$ cat src/rtl/jtag_burst_pkg.sv
// Shared constants for the JTAG burst chain: command codes, FSM states
// and status bit positions. R_* states exist only with JTAG_BURST_READ_EN.
package jtag_burst_pkg;

    localparam logic [3:0] C_SET_ADDR  = 4'h1;
    localparam logic [3:0] C_SET_BE    = 4'h2;
    localparam logic [3:0] C_SET_BURST = 4'h3;
    localparam logic [3:0] C_SEL_ADDR  = 4'h4;
    localparam logic [3:0] C_SEL_BE    = 4'h5;
    localparam logic [3:0] C_SEL_BURST = 4'h6;
    localparam logic [3:0] C_SEL_RD    = 4'h7;
    localparam logic [3:0] C_PUSH      = 4'h8;
    localparam logic [3:0] C_START_RD  = 4'h9;
    localparam logic [3:0] C_POP       = 4'hA;
    localparam logic [3:0] C_SOFT_RST  = 4'hF;

    localparam int ST_ADDR    = 0;
    localparam int ST_BE      = 1;
    localparam int ST_BURST   = 2;
    localparam int ST_WBUSY   = 3;
    localparam int ST_RBUSY   = 4;
    localparam int ST_RVALID  = 5;
    localparam int ST_DROP    = 6;
    localparam int ST_ILLEGAL = 7;

    typedef enum logic [3:0] {
        S_IDLE      = 4'd0,
        S_W_FILL    = 4'd1,
        S_W_WAIT_SW = 4'd2,
        S_W_SWITCH  = 4'd3,
        S_W_LAUNCH  = 4'd4
`ifdef JTAG_BURST_READ_EN
        ,
        S_R_LAUNCH  = 4'd5,
        S_R_WAIT_SW = 4'd6,
        S_R_SWITCH  = 4'd7,
        S_R_ASK     = 4'd8,
        S_R_STORE   = 4'd9,
        S_R_READY   = 4'd10
`endif
    } state_e;

endpackage

$ cat src/rtl/jtag_burst_shifter.sv
// JTAG data register for the JCE1 chain: capture, shift and a registered
// update strobe with a snapshot of the shifted word.
module jtag_burst_shifter
    import jtag_burst_pkg::*;
#(
    parameter int DATA_W = 32,
    parameter int CMD_W  = 4
) (
    input  logic                    JTCK,
    input  logic                    n_reset,
    input  logic                    JTDI,
    input  logic                    JSHIFT,
    input  logic                    JUPDATE,
    input  logic                    JCE1,
    input  logic [DATA_W-1:0]       shadow,
    output logic                    JTD1,
    output logic                    upd_q,
    output logic [DATA_W+CMD_W-1:0] snap
);

    localparam int SW = DATA_W + CMD_W;

    logic [SW-1:0] shift_reg;

    assign JTD1 = shift_reg[0];

    always_ff @(posedge JTCK) begin
        if (!n_reset) begin
            shift_reg <= '0;
            upd_q     <= 1'b0;
            snap      <= '0;
        end else begin
            if (JCE1 && JSHIFT)
                shift_reg <= {JTDI, shift_reg[SW-1:1]};
            else if (JCE1)
                shift_reg <= {{CMD_W{1'b0}}, shadow};
            upd_q <= JUPDATE;
            if (JUPDATE)
                snap <= shift_reg;
        end
    end

endmodule

$ cat src/rtl/jtag_burst_chain.sv
// JCE1 command/data chain bridging JTAG words to ping-pong buffer and DMA.
// Define JTAG_BURST_READ_EN to build the read-back burst path.
module jtag_burst_chain
    import jtag_burst_pkg::*;
#(
    parameter int DATA_W = 32,
    parameter int CMD_W  = 4,
    parameter int BUF_AW = 8,
    parameter int STAT_W = 8
) (
    input  logic              JTCK,
    input  logic              n_reset,
    input  logic              JTDI,
    input  logic              JSHIFT,
    input  logic              JUPDATE,
    input  logic              JCE1,
    output logic              JTD1,
    output logic [BUF_AW:0]   pp_address,
    output logic              pp_write_enable,
    output logic [DATA_W-1:0] pp_data_in,
    input  logic [DATA_W-1:0] pp_data_out,
    output logic              pp_switch,
    output logic [DATA_W-1:0] dma_address,
    output logic [3:0]        dma_byte_enable,
    output logic              dma_data_ready,
    output logic              dma_read_ready,
    input  logic              switch_ready,
    output logic [STAT_W-1:0] status_out
);

    localparam int SW = DATA_W + CMD_W;
    localparam int NW = BUF_AW + 1;
    localparam logic [NW-1:0] DEPTH = NW'(2 ** BUF_AW);

    logic              upd_q;
    logic [SW-1:0]     snap;
    logic [CMD_W-1:0]  cmd;
    logic [DATA_W-1:0] payload;
    logic [NW-1:0]     burst_val;

    state_e            state;
    logic [DATA_W-1:0] addr_q;
    logic [DATA_W-1:0] push_q;
    logic [DATA_W-1:0] shadow;
    logic [3:0]        be_q;
    logic [NW-1:0]     burst_n;
    logic [NW-1:0]     wr_idx;
    logic [NW-1:0]     wr_next;
    logic [7:0]        st;
`ifdef JTAG_BURST_READ_EN
    logic [NW-1:0]     rd_idx;
    logic [DATA_W-1:0] rd_data;
`else
    logic              unused_rd;
    assign unused_rd = ^pp_data_out;
`endif

    logic is_set_addr, is_set_be, is_set_burst;
    logic is_sel_addr, is_sel_be, is_sel_burst, is_sel_rd;
    logic is_push, is_start, is_pop, is_soft, is_other;
    logic busy, burst_bad, push_ok;

    jtag_burst_shifter #(
        .DATA_W (DATA_W),
        .CMD_W  (CMD_W)
    ) u_shifter (
        .JTCK    (JTCK),
        .n_reset (n_reset),
        .JTDI    (JTDI),
        .JSHIFT  (JSHIFT),
        .JUPDATE (JUPDATE),
        .JCE1    (JCE1),
        .shadow  (shadow),
        .JTD1    (JTD1),
        .upd_q   (upd_q),
        .snap    (snap)
    );

    assign cmd       = snap[CMD_W-1:0];
    assign payload   = snap[SW-1:CMD_W];
    assign burst_val = payload[BUF_AW:0];

    assign is_set_addr  = upd_q && (cmd == CMD_W'(C_SET_ADDR));
    assign is_set_be    = upd_q && (cmd == CMD_W'(C_SET_BE));
    assign is_set_burst = upd_q && (cmd == CMD_W'(C_SET_BURST));
    assign is_sel_addr  = upd_q && (cmd == CMD_W'(C_SEL_ADDR));
    assign is_sel_be    = upd_q && (cmd == CMD_W'(C_SEL_BE));
    assign is_sel_burst = upd_q && (cmd == CMD_W'(C_SEL_BURST));
    assign is_sel_rd    = upd_q && (cmd == CMD_W'(C_SEL_RD));
    assign is_push      = upd_q && (cmd == CMD_W'(C_PUSH));
    assign is_start     = upd_q && (cmd == CMD_W'(C_START_RD));
    assign is_pop       = upd_q && (cmd == CMD_W'(C_POP));
    assign is_soft      = upd_q && (cmd == CMD_W'(C_SOFT_RST));
    assign is_other     = upd_q && !(is_set_addr || is_set_be ||
                          is_set_burst || is_sel_addr || is_sel_be ||
                          is_sel_burst || is_sel_rd || is_push ||
                          is_start || is_pop || is_soft);

    assign busy      = st[ST_WBUSY] || st[ST_RBUSY];
    assign burst_bad = (burst_val == '0) || (burst_val > DEPTH);
    assign wr_next   = wr_idx + NW'(1);
    // A push in W_FILL is only taken if it does not overrun the burst
    assign push_ok   = (state == S_IDLE) ||
                       ((state == S_W_FILL) && (wr_next != burst_n));

    always_ff @(posedge JTCK) begin
        if (!n_reset || is_soft) begin
            state   <= S_IDLE;
            addr_q  <= '0;
            push_q  <= '0;
            shadow  <= '0;
            be_q    <= 4'hF;
            burst_n <= '0;
            wr_idx  <= '0;
            st      <= '0;
`ifdef JTAG_BURST_READ_EN
            rd_idx  <= '0;
            rd_data <= '0;
`endif
        end else begin
            if (is_set_addr) begin
                if (busy) st[ST_ILLEGAL] <= 1'b1;
                else begin
                    addr_q      <= payload;
                    st[ST_ADDR] <= 1'b1;
                end
            end
            if (is_set_be) begin
                if (busy) st[ST_ILLEGAL] <= 1'b1;
                else begin
                    be_q      <= payload[3:0];
                    st[ST_BE] <= 1'b1;
                end
            end
            if (is_set_burst) begin
                if (busy || burst_bad) st[ST_ILLEGAL] <= 1'b1;
                else begin
                    burst_n      <= burst_val;
                    st[ST_BURST] <= 1'b1;
                end
            end

            unique case (1'b1)
                is_sel_addr:  shadow <= addr_q;
                is_sel_be:    shadow <= DATA_W'(be_q);
                is_sel_burst: shadow <= DATA_W'(burst_n);
`ifdef JTAG_BURST_READ_EN
                is_sel_rd:    shadow <= rd_data;
`endif
                is_other:     shadow <= DATA_W'(st);
                default: ;
            endcase

`ifndef JTAG_BURST_READ_EN
            if (is_sel_rd || is_start || is_pop)
                st[ST_ILLEGAL] <= 1'b1;
`endif

            if (is_push) begin
                if (push_ok) begin
                    push_q       <= payload;
                    st[ST_WBUSY] <= 1'b1;
                end else begin
                    st[ST_DROP]  <= 1'b1;
                end
            end

            case (state)
                S_IDLE: begin
                    if (is_push)
                        state <= S_W_FILL;
`ifdef JTAG_BURST_READ_EN
                    else if (is_start) begin
                        if (&st[ST_BURST:ST_ADDR]) begin
                            st[ST_RBUSY] <= 1'b1;
                            state        <= S_R_LAUNCH;
                        end else begin
                            st[ST_ILLEGAL] <= 1'b1;
                        end
                    end
`endif
                end
                S_W_FILL: begin
                    wr_idx <= wr_next;
                    if (wr_next == burst_n) state <= S_W_WAIT_SW;
                    else if (is_push)       state <= S_W_FILL;
                    else                    state <= S_IDLE;
                end
                S_W_WAIT_SW:
                    if (switch_ready) state <= S_W_SWITCH;
                S_W_SWITCH:
                    state <= S_W_LAUNCH;
                S_W_LAUNCH: begin
                    wr_idx       <= '0;
                    st[ST_WBUSY] <= 1'b0;
                    state        <= S_IDLE;
                end
`ifdef JTAG_BURST_READ_EN
                S_R_LAUNCH:
                    state <= S_R_WAIT_SW;
                S_R_WAIT_SW:
                    if (switch_ready) state <= S_R_SWITCH;
                S_R_SWITCH:
                    state <= S_R_ASK;
                S_R_ASK:
                    state <= S_R_STORE;
                S_R_STORE: begin
                    rd_data       <= pp_data_out;
                    st[ST_RVALID] <= 1'b1;
                    state         <= S_R_READY;
                end
                S_R_READY: begin
                    if (is_pop) begin
                        st[ST_RVALID] <= 1'b0;
                        if (rd_idx == burst_n - NW'(1)) begin
                            rd_idx       <= '0;
                            st[ST_RBUSY] <= 1'b0;
                            state        <= S_IDLE;
                        end else begin
                            rd_idx <= rd_idx + NW'(1);
                            state  <= S_R_ASK;
                        end
                    end
                end
`endif
                default:
                    state <= S_IDLE;
            endcase
        end
    end

    always_comb begin
        pp_address      = '0;
        pp_write_enable = 1'b0;
        pp_data_in      = '0;
        pp_switch       = 1'b0;
        dma_address     = '0;
        dma_byte_enable = '0;
        dma_data_ready  = 1'b0;
        dma_read_ready  = 1'b0;
        case (state)
            S_W_FILL: begin
                pp_write_enable = 1'b1;
                pp_address      = {1'b0, wr_idx[BUF_AW-1:0]};
                pp_data_in      = push_q;
            end
            S_W_SWITCH:
                pp_switch = 1'b1;
            S_W_LAUNCH: begin
                dma_data_ready  = 1'b1;
                dma_address     = addr_q;
                dma_byte_enable = be_q;
            end
`ifdef JTAG_BURST_READ_EN
            S_R_LAUNCH: begin
                dma_read_ready  = 1'b1;
                dma_address     = addr_q;
                dma_byte_enable = be_q;
            end
            S_R_SWITCH:
                pp_switch = 1'b1;
            S_R_ASK:
                pp_address = {1'b0, rd_idx[BUF_AW-1:0]};
`endif
            default: ;
        endcase
    end

    assign status_out = STAT_W'(st);

endmodule

$ cat config.mk
export PLATFORM = sky130hd
export DESIGN_NAME = jtag_burst_chain
export DESIGN_NICKNAME = d
export VERILOG_FILES = /design/src/rtl/jtag_burst_pkg.sv /design/src/rtl/jtag_burst_shifter.sv /design/src/rtl/jtag_burst_chain.sv
export SDC_FILE = /design/constraint.sdc
export NUM_CORES = 1
export LEC_CHECK = 0
export CAP_MARGIN = 10
export CELL_PAD_IN_SITES_DETAIL_PLACEMENT = 1
export CELL_PAD_IN_SITES_GLOBAL_PLACEMENT = 1
export CORE_MARGIN = 1.5
export CORE_UTILIZATION = 28
export DETAILED_ROUTE_END_ITERATION = 6
export PLACE_DENSITY_LB_ADDON = 0.1
export RECOVER_POWER = 100
export SLEW_MARGIN = 20
export SYNTH_ARGS = -nofsm -noshare
export SYNTH_HDL_FRONTEND = slang
export SYNTH_SLANG_ARGS = --single-unit
$ cat constraint.sdc
create_clock -name JTCK -period 2.65 [get_ports JTCK]
set_input_delay 0.265 -clock JTCK [delete_from_list [all_inputs] [get_ports JTCK]]
set_output_delay 0.265 -clock JTCK [all_outputs]
set_load 0.005 [all_outputs]
[Word level (Yosys, flattened, before mapping)]
Index checks and enable logic that the tools add are counted.
Storage, ports and cells
  bits of input ports: 39
  word-level logic and storage cells: 107
  register bits after elaboration: 201
  output and inout bits: 90
Operators by class
  equality and inequality tests: 19
  $add $sub $neg: 1
  reduce and logical (&&, ||, !) cells: 44
  $lt $le $gt $ge: 1
  muxes and demuxes: 23
  bitwise logic cells: 3
Operator list (number)
  $pmux 32 s4: 1
  $mux 36: 2
  $mux 32: 2
  $eq 4x3->1 const B: 5
  $pmux 9 s2: 1
  $eq 4x2->1 const B: 4
  $eq 4x4->1 const B: 4
  $logic_or 1x1->1: 16
  $pmux 4 s4: 1
  $logic_and 1x1->1: 14
  $mux 4: 3
  $reduce_and 2->1: 6
  $mux 1: 11
  $add 9x1->9 const B: 1
  $eq 9x9->1: 1
  $gt 9x9->1 const B: 1
  $logic_not 9->1: 1
  $ne 9x9->1: 1
  $eq 4x1->1 const B: 2
  $mux 8: 1
  $logic_not 4->1: 1
  $ne 2x2->1 const B: 2
  $reduce_bool 2->1: 2
  $reduce_bool 4->1: 1
  other kinds (4): 7

[Logic depth before layout (Yosys ltp)]
Gate-level depths: netlist (run 1).
  word-level depth: 15
  depth in mapped cells: 8
  mapped depth without buffers: 7

[By module]
Synthesis (run 1) repeated with hierarchy kept, for this count alone.
Unflattened totals
  cells, all modules: 1006
  area, all modules: 8872.3 um2
By module, submodules not included
  jtag_burst_chain: area an instance 5898.2 um2, seq. area each 2542.4 um2, cells each 728, times used 1
  jtag_burst_shifter: area an instance 2974.1 um2, seq. area each 1461.4 um2, cells each 278, times used 1

[Worst setup path after synthesis (run 1)]
Ideal clock, no wire load.
  path type: register to register
  from: register wr_idx[0]
  to: register st[3], in the netlist status_out[3]
  setup time: 115 ps
  period minus slack after synthesis: 2182 ps
  path buffers: 1
  slack: 468 ps
  stages on the path, launching flop included: 9
  data required time: 2535 ps
  data arrival time: 2068 ps
  path through: dfxtp_1 ha_1 and3_4 nand3_1 xnor2_1 nor4_4 a31oi_4 buf_6 o21a_1
On the way
  longest elaborated chain between the ends: 5
Ends and longest elaborated chain
  start: declaration: line jtag_burst_chain.sv:47  | logic [NW-1:0] wr_idx;
  start signal: assignment: line jtag_burst_chain.sv:184  | wr_idx <= wr_next;
  $add 9x1->9: line jtag_burst_chain.sv:101  | assign wr_next = wr_idx + NW'(1);
  $ne 9x9->1: line jtag_burst_chain.sv:104  | ((state == S_W_FILL) && (wr_next != burst_n));
  $logic_and 1x1->1: line jtag_burst_chain.sv:104
  $logic_or 1x1->1: line jtag_burst_chain.sv:103  | assign push_ok = (state == S_IDLE) ||
  $reduce_and 2->1 (no line)
  end signal: assignment: line jtag_burst_chain.sv:115  | st <= '0;
  end signal: indexed assignment: line jtag_burst_chain.sv:122  | if (busy) st[ST_ILLEGAL] <= 1'b1;
  end signal: indexed assignment: line jtag_burst_chain.sv:125  | st[ST_ADDR] <= 1'b1;
  end: declaration: line jtag_burst_chain.sv:49  | logic [7:0] st;
Every way passes these cells.
A chain may end at the register's enable or synchronous reset.

[Final worst setup path (run 1)]
  from: register state[0]
  to: output dma_address[18]
On the way
  longest elaborated chain between the ends: 2
Ends and longest elaborated chain
  start: declaration: line jtag_burst_chain.sv:41  | state_e state;
  start signal: assignment: line jtag_burst_chain.sv:108  | state <= S_IDLE;
  start signal: assignment: line jtag_burst_chain.sv:171  | state <= S_W_FILL;
  start signal: assignment: line jtag_burst_chain.sv:185  | if (wr_next == burst_n) state <= S_W_WAIT_SW;
  $eq 4x3->1: line jtag_burst_chain.sv:241  | case (state)
  $mux 32: line jtag_burst_chain.sv:241
  end: declaration: line jtag_burst_chain.sv:23  | output logic [DATA_W-1:0] dma_address,
Every way passes these cells.

==> flow_summary.yaml, run 1 <==
run_status:
  status: "finished, final reports clean"
critical_path:
  path_cells: "nor3b_2 > buf_12 > and2_1 > dlygate4sd3_1"
  path_class: "reg2out"
  r2r_slack_ps: 210
  worst-path-max-fanout: 30
  worstSetupStartpointType: "register"
  cp_slowest_cell: "dlygate4sd3_1"
  slowest_delay_ps: 580
  cp.required_ps: 2380
  crit_arrival_ps: 2220
  path_delay_family: "buffers and inverters"
  crit_buf_inv: 2
  endpoint_kind: "output pin"
place:
  place_congestion: 0.739
  port_buffers: 92
  dp_slack_ps: 245
  dp_hpwl_microns: 17300
grt:
  grt_usage: 0.166
  grt_pass1_vias: 7357
  grt-ovfl-total: 0
  grt_pass1_wl_microns: 42500
  antenna_found_initial: 1
  grt_max_degree: 75
layout:
  register_area_sq_um: 4000
  drive_above_1_share: 0.0766
  nFillCells: 3591
  area_delta_synth_final_pct: 21.5
  final_nets: 1097
  multi_input_area_sq_um: 4500
cts:
  cts_tree: "built"
  root_buffer: "clkbuf_16"
  hold_buffers: 0
  clk_latency_ps: 450
  cts_max_level: 4
  cts_made_buffers: 17
  cts.sinks: 200
  clockBufferDepth: 2
  cts_resized: 0
  post_cts_buffers: 0
  path_clk_slew_ps: 80
logic_synthesis:
  ys_seq_area_frac: 0.452
  synthCells: 999
  synth-edff-count: 0
  yosysUniqueCellTypes: 57
  ys.flop_type: "dfxtp_1"
  syn_area_sq_um: 8860
  ys_ff_latch: 200
  synth_warnings: 0
  avgSynthCellArea_sq_um: 8.87
  synthArstFlopShare: 0
worst_hold_path:
  timing.hold.worst.class: "in2reg"
timing:
  setup_viol_count_final: 0
  slew_headroom: 0.0246
  max_slew.worst_pin.slew_ps: 1460
  drv_slew: 0
  rsz0062_at_grt: "no"
  fmax_mhz: 402
  final_hold_viol_count: 0
  skew_ps: 18.0
  fin_setup_tns_ps: 0
  post-route-period-util: 0.939
  setup_slack_ps: 163
  period_needed_ps: 2490
die:
  io_pins: 129
  initial_core_util: 0.287
  num_rows: 64
  die_area_sq_um: 32700
  core_sq_um: 30900
  dieHeight_microns: 181
  die_w_microns: 181
route:
  wl_met2_microns: 12700
  wl_met1_microns: 13100
  wl_met3_microns: 417
  drt_wl_total_microns: 26500
  dr.max_layer_used: "met4"
  vias: 7168
  via_per_inst: 4.89
  drt_iter0_drc: 272
  wl_per_cell_microns: 18.1
  drc: 0
  first_pass_iters: 5
  postRouteAntennaNets: 0
power_and_ir_drop:
  power_density_nw_per_um2: 572
  cellLeakagePower_uw: 0.00438
  vdd_drop_max_mv: 0.398
job:
  max-cap-violations: 0
[synthesized netlist by cell type, types with 9 or more instances]
library cell | instances | share of area
a21oi_1 | 48 | 0.027
a221oi_1 | 9 | 0.0089
a22oi_1 | 24 | 0.020
and2_1 | 38 | 0.027
and3_1 | 42 | 0.030
buf_2 | 9 | 0.0051
clkbuf_1 | 62 | 0.026
dfxtp_1 | 200 | 0.45
mux2i_1 | 109 | 0.12
nand2_1 | 184 | 0.078
nand3_1 | 18 | 0.010
nor2_1 | 62 | 0.026
nor2b_1 | 40 | 0.028
o211a_1 | 32 | 0.036
o21ai_0 | 14 | 0.0079
xnor2_1 | 9 | 0.0089
[cells by family after synthesis]
group	after synthesis	share of synthesized area
multiplexers	109	0.123
AND/OR/NAND/NOR	429	0.237
AO/OA/AOI/OAI	156	0.127
flip-flops	200	0.452
buffers and inverters	90	0.0449
other	1	0.000423
adder cells (fa/ha/maj)	1	0.00141
XOR/XNOR	13	0.0137
[path summary, 6_finish.rpt]
check,from,end,depth (start not counted)
max,state[0]$_SDFFE_PP0P_,dma_address[18],4
min,n_reset,be_q[3]$_SDFFE_PP1P_,3
max reg2reg,u_shifter.upd_q$_SDFF_PN0_,addr_q[22]$_SDFFE_PP0P_,7
min reg2reg,push_q[9]$_SDFFE_PP0P_,push_q[9]$_SDFFE_PP0P_,2
[layer usage]
| layer | vias up | track usage |
|---|---|---|
| met5 | - | 0 |
| met3 | 14 | 0.0248 |
| met1 | 3542 | 0.219 |
| met4 | 0 | 0.0380 |
| li1 | 3534 | - |
| met2 | 78 | 0.285 |
[worst reg2reg max path: stages, from the launching register on]
cell,delay (ps)
dfxtp_1,490
or3b_2,560
nor2_1,120
clkbuf_1,240
nand2_1,150
clkbuf_2,460
nand2_1,210
a21oi_1,80
[area by class of cell]
| type | instances | area share |
|---|---|---|
| Inverter | 2 | 0.000697 |
| Tap cell | 396 | 0.0460 |
| Clock inverter | 14 | 0.0146 |
| Antenna cell | 1 | 0.000232 |
| Multi-Input combinational cell | 712 | 0.418 |
| Sequential cell | 200 | 0.372 |
| Clock buffer | 18 | 0.0408 |
| Timing Repair Buffer | 124 | 0.108 |
[stage by stage]
step	area [sq um]	utilization	std cells	hold WS (ps)	power (uW)
finish	10800	0.348	1467	351	6160
global route	10800	0.348	1467	375	6410
CTS	10800	0.350	1466	329	6260
detailed placement	10200	0.330	1434	445	3550
global placement	10200	0.330	1434	438	3550
floorplan	8870	-	1002	430	3420
[power breakdown]
group	internal [uW]	leakage [uW]	switching, uW
clock network	1370	0.000293	1320
registers	3060	0.00162	64.2
logic	131	0.00247	211
[cell usage in the layout, fill, tap and decap left out, types with 4 or more instances in the layout]
master,count
and2_0,14
clkdlybuf4s50_1,52
nor2b_1,40
inv_6,4
nand3b_1,7
dfxtp_1,200
mux2i_1,109
nor2_1,62
nor3_1,8
buf_12,4
dlygate4sd3_1,36
a31oi_1,6
a22oi_1,24
buf_4,17
a221oi_1,9
clkbuf_2,8
clkbuf_16,17
o211a_1,32
and2_1,24
and3_1,43
xnor2_1,9
nand3_1,18
conb_1,4
nand2_1,184
o21ai_0,13
a21boi_0,6
a21oi_1,48
nand2b_1,8
(Power assumes the default switching activity.)
==> run 2: changes to the inputs <==
--- a/config.mk
+++ b/config.mk
@@ -10,6 +10,7 @@
 export CELL_PAD_IN_SITES_GLOBAL_PLACEMENT = 1
 export CORE_MARGIN = 1.5
 export CORE_UTILIZATION = 28
+export CTS_CLUSTER_DIAMETER = 150
 export DETAILED_ROUTE_END_ITERATION = 6
 export PLACE_DENSITY_LB_ADDON = 0.1
 export RECOVER_POWER = 100
==> results of run 2 <==
No change in the layout: final DEF, timing and power equal those of run 1.
